$ cat config.mk
export PLATFORM = sky130hd
export DESIGN_NAME = emulador_joypad
export DESIGN_NICKNAME = d
export VERILOG_FILES = /design/src/rtl/emulador_joypad.sv
export SDC_FILE = /design/constraint.sdc
export NUM_CORES = 1
export LEC_CHECK = 0
export ABC_CLOCK_PERIOD_IN_PS = 1000
export BUFFER_PORTS_ARGS = -buffer_cell sky130_fd_sc_hd__buf_2
export CORE_AREA = 2 2 39 41
export DETAILED_ROUTE_END_ITERATION = 10
export DIE_AREA = 0 0 41 43
export PLACE_DENSITY = 0.59
export SLEW_MARGIN = 20
export SYNTH_ARGS = -nofsm -noshare
export SYNTH_HDL_FRONTEND = slang
export SYNTH_SLANG_ARGS = --single-unit
$ cat constraint.sdc
create_clock -name Clock50 -period 1 [get_ports Clock50]
set_input_delay 0 -clock Clock50 [delete_from_list [all_inputs] [get_ports Clock50]]
set_output_delay 0 -clock Clock50 [all_outputs]
set_load 0.03 [all_outputs]
$ cat src/rtl/emulador_joypad.sv
// Console-side 3/6-button joypad emulator: syncs Select, tracks the falling-edge phase, drives the pad pins.
// Define JOYPAD_6BOTOES_EN for the 6-button pad; without it the block behaves as a 3-button pad.
module emulador_joypad #(
  parameter int TIMEOUT_CICLOS = 75000
) (
  input  logic        Clock50,
  input  logic        Reset,
  input  logic        Select,
  input  logic [11:0] Botoes,
  output logic        Pino1,
  output logic        Pino2,
  output logic        Pino3,
  output logic        Pino4,
  output logic        Pino6,
  output logic        Pino9,
  output logic [2:0]  Fase
);

  localparam logic [2:0] FASE_ID  = 3'd3;
  localparam logic [2:0] FASE_MAX = 3'd4;

  logic       sel1_q, sel2_q;
  logic [5:0] pinos_q, pinos_d;

  // Pin order {Pino1, Pino2, Pino3, Pino4, Pino6, Pino9}; active-low buttons.
  function automatic logic [5:0] mapa(input logic sel, input logic [2:0] f, input logic [11:0] b);
    logic [5:0] p;
    if (sel) begin
      if (f == FASE_ID) p = {~b[10], ~b[9], ~b[8], ~b[11], ~b[5], ~b[6]};
      else              p = {~b[0], ~b[1], ~b[2], ~b[3], ~b[5], ~b[6]};
    end else begin
      case (f)
        FASE_ID:  p = {4'b0000, ~b[4], ~b[7]};
        FASE_MAX: p = {4'b1111, ~b[4], ~b[7]};
        default:  p = {~b[0], ~b[1], 2'b00, ~b[4], ~b[7]};
      endcase
    end
    return p;
  endfunction

  always_ff @(posedge Clock50) begin
    if (Reset) begin
      sel1_q  <= 1'b1;
      sel2_q  <= 1'b1;
      pinos_q <= '1;
    end else begin
      sel1_q  <= Select;
      sel2_q  <= sel1_q;
      pinos_q <= pinos_d;
    end
  end

`ifdef JOYPAD_6BOTOES_EN
  localparam int CW = $clog2(TIMEOUT_CICLOS + 1);

  logic          sel3_q;
  logic [2:0]    fase_q, fase_d;
  logic [CW-1:0] cnt_q, cnt_d;
  logic          borda, borda_desc, expira;

  // A falling edge coincident with the timeout restarts the sequence at phase 1.
  always_comb begin
    borda      = sel2_q ^ sel3_q;
    borda_desc = sel3_q & ~sel2_q;
    expira     = (cnt_q == CW'(TIMEOUT_CICLOS - 1));
    cnt_d      = cnt_q;
    if (borda)
      cnt_d = '0;
    else if (cnt_q != CW'(TIMEOUT_CICLOS))
      cnt_d = cnt_q + CW'(1);
    fase_d = expira ? 3'd0 : fase_q;
    if (borda_desc && (fase_d != FASE_MAX))
      fase_d = fase_d + 3'd1;
    pinos_d = mapa(sel2_q, fase_d, Botoes);
  end

  always_ff @(posedge Clock50) begin
    if (Reset) begin
      sel3_q <= 1'b1;
      fase_q <= 3'd0;
      cnt_q  <= '0;
    end else begin
      sel3_q <= sel2_q;
      fase_q <= fase_d;
      cnt_q  <= cnt_d;
    end
  end

  assign Fase = fase_q;
`else
  always_comb begin
    pinos_d = mapa(sel2_q, 3'd0, Botoes);
  end

  assign Fase = 3'd0;
`endif

  assign {Pino1, Pino2, Pino3, Pino4, Pino6, Pino9} = pinos_q;

endmodule
### Word-level counts from Yosys, hierarchy flattened

Cells that the tools add are included.

* flip-flop bits (word level): 8
* input bits: 15
* output and inout bits: 9
* word-level logic and storage cells: 12

* muxes and demuxes: 1
* bitwise gates (word level): 8

Operators with widths (count)
* 1-bit inverter: 8
* 4-bit two-way mux: 1

### Depth between registers and ports, before layout

* depth in word-level cells: 2
* depth in mapped cells: 2
* depth with buffers taken out: 2

### Worst setup path before layout

Ideal clock, no wire load.

* path type: flip-flop to flip-flop
* start point: register sel2_q
* end point: register pinos_q[0]
* library setup time: 120 ps
* data arrival time: 632 ps
* required time: 880 ps
* path slack: 248 ps
* cell stages (with the launch flop): 3
* buffers on the path: 0
* period minus slack after synthesis: 752 ps
* path through: dfxtp_1 mux2i_1 or2_1

* longest elaborated chain between the ends: 1

RTL lines
* start, declared: line 22 `logic sel1_q, sel2_q;`
* start signal, assigned: line 48 `sel2_q <= sel1_q;`
* 4-bit two-way mux: line 28 `if (sel) begin`
* end signal, assigned: line 49 `pinos_q <= pinos_d;`
* end, declared: line 23 `logic [5:0] pinos_q, pinos_d;`

Every way passes these cells.
A chain may end at the register's enable or synchronous reset.

### Worst setup path in the final report

* start point: register sel2_q
* end point: register pinos_q[1]

The elaborated chain is that of the path after synthesis.

==> results.py <==
metrics = {
    "routing": {
        "drc": 0,
        "wl_met1_um": 168,
        "drtPass1Iterations": 2,
        "wl_per_cell_um": 7.36,
        "via_per_inst": 3.39,
        "vias": 207,
        "met3_length_um": 57,
        "top_layer": "met3",
        "drt_iter0_markers": 1,
        "ant_nets": 0,
        "finalWirelength_um": 449,
        "route.met2.wl_um": 223,
    },
    "layout": {
        "diodes": 0,
        "layout_common_cells": "buf_2 (16), dfxtp_1 (8), conb_1 (3), clkbuf_4 (3), dlygate4sd3_1 (3)",
        "drive_above_1_share": 0.511,
        "layout_commonest_cell": "buf_2",
        "area_growth_pct": 51.2,
        "final_nets": 62,
    },
    "critical_path": {
        "crit_chain": "mux2i_1, or2_1",
        "crit_arrival_ns": 0.93,
        "crit_slowest_cell": "dfxtp_1",
        "cp_max_fo": 4,
        "cpPeakStageDelay_ns": 0.40,
        "worstPathRequired_ns": 1.14,
        "crit_type": "flip-flop to flip-flop",
        "start_kind": "flip-flop",
        "cp-end-kind": "flip-flop",
    },
    "die": {
        "dieHeight_um": 43,
        "ios": 24,
        "row_count": 14,
        "core_um2": 1380,
        "start_util": 0.194,
        "die_width_um": 41,
        "dieArea_um2": 1760,
    },
    "timing": {
        "fin_crit_ns": 0.795,
        "fin_tns_setup_ns": 0,
        "max_freq_mhz": 1260,
        "fin_crit_sh": 0.795,
        "setup_viol": 0,
        "slew_violations": 0,
        "fin_worst_skew_ns": 0.00426,
        "rsz0062_at_grt": "false",
        "hold_viol_final": 0,
    },
    "clocking": {
        "clk_pin_slew_ns": 0.05,
        "cts_resized": 0,
        "cts_inserted_buffers": 3,
        "insertion_delay_ns": 0.25,
        "clock-sinks": 8,
        "cts.htree.levels": 1,
        "clock_path_buffers": 2,
        "cts_root_buffer": "clkbuf_4",
        "cts_tree": "built",
    },
    "global_routing": {
        "grt-ovfl-total": 0,
        "grt_max_degree": 9,
        "antenna_found_initial": 0,
        "first_global_vias": 191,
        "grt_pass1_wl_um": 669,
        "grtUsageTotal": 0.0634,
    },
    "power_and_ir_drop": {
        "finalPower_uw": 688,
        "p_leak_uw": 0.000211,
        "power_frac_seq": 0.498,
        "pwr-share-comb": 0.156,
        "peakVddDrop_v": 0.000701,
        "switchingPower_uw": 169,
        "p_clk_frac": 0.346,
        "p_int_uw": 519,
        "p_per_area_nw_per_um2": 1690,
        "sw_frac_of_total": 0.246,
    },
    "place": {
        "place.port_buffers": 16,
        "gp_congestion": 0.498,
    },
    "run": {
        "cap_viol_max_count": 0,
    },
    "logic_synthesis": {
        "synth_cell_type_count": 9,
        "synth-seq-cells": 8,
        "ys_seq_area_frac": 0.595,
        "syn_area_um2": 269,
        "yosysWarnings": 0,
        "syn_inst": 24,
        "postSynthAreaPerCell_um2": 11.2,
    },
    "run_status": {
        "status": "complete, no violations",
    },
    "worst_hold_path": {
        "hp-class": "primary input to flip-flop",
    },
}
## metrics by stage
step | std cells | setup WS, ns | hold slack, ns | util | area (µm²)
floorplan | 26 | 0.248 | 0.0730 | - | 277
global placement | 55 | 0.195 | 0.172 | 0.256 | 354
detailed placement | 55 | 0.198 | 0.173 | 0.256 | 354
CTS | 61 | 0.191 | 0.0163 | 0.294 | 407
global route | 61 | 0.155 | 0.0259 | 0.294 | 407
finish | 61 | 0.205 | 0.0241 | 0.294 | 407
## cells by family (layout without fill, tap and decap cells)
logic type | after synthesis | count (layout) | share of synthesized area
flops | 8 | 8 | 0.595
simple gates | 6 | 6 | 0.140
buf+inv | 5 | 24 | 0.112
compound gates | 2 | 2 | 0.0651
mux | 2 | 2 | 0.0744
other cells | 1 | 3 | 0.0139
## repair_timing
item	4_1_cts	5_1_grt
setup buffers	0	0
endpoints found under the setup margin	0	0
hold endpoints to repair	3	0
hold buffers	3	0
## layout make-up
class | count | area (µm²)
clock buffer | 3 | 22.5
fill | 159 | 977
inverter | 2 | 7.51
multi-input combinational | 13 | 86.3
sequential | 8 | 160
tap | 16 | 20.0
timing repair buffer | 19 | 110
## cells in the mapped netlist
master	instances	area share
dfxtp_1	8	0.60
buf_4	3	0.084
a21o_2	2	0.065
inv_1	2	0.028
mux2i_1	2	0.074
nand2b_1	2	0.047
or2_1	2	0.047
or2_2	2	0.047
conb_1	1	0.014
## final timing paths
check / end / start / depth (start not counted) / slack, ns
setup / recovery: pinos_q[1] / sel2_q / 2 / 0.20
hold / removal: pinos_q[3] / Botoes[2] / 3 / 0.02
setup reg to reg: pinos_q[1] / sel2_q / 2 / 0.20
hold reg to reg: sel2_q / sel1_q / 1 / 0.41
## sequential cells by signal (all words and copies together), names as in the netlist
name	cells
sel1_q	1
sel2_q	1
pinos_q	6
## power groups by stage
stage	logic [µW]	registers, µW	clock network (µW)
global route	116	344	270
floorplan	41.9	379	0
detailed placement	99.8	349	0
global placement	98.6	349	0
finish	107	342	238
CTS	109	342	253
## per-layer routing
layer,global-route usage,vias up
li1,-,111
met1,0.0617,83
met2,0.0813,13
met3,0.0471,0
met4,0.0600,0
met5,0,-
## worst max-delay path: cells and delay by family (launching register included)
family / cells / cell delay (ns)
DFF: 1 / 0.40
muxes: 1 / 0.09
and+or+nand+nor: 1 / 0.20
Note: power is estimated with default switching activity, not from simulation.
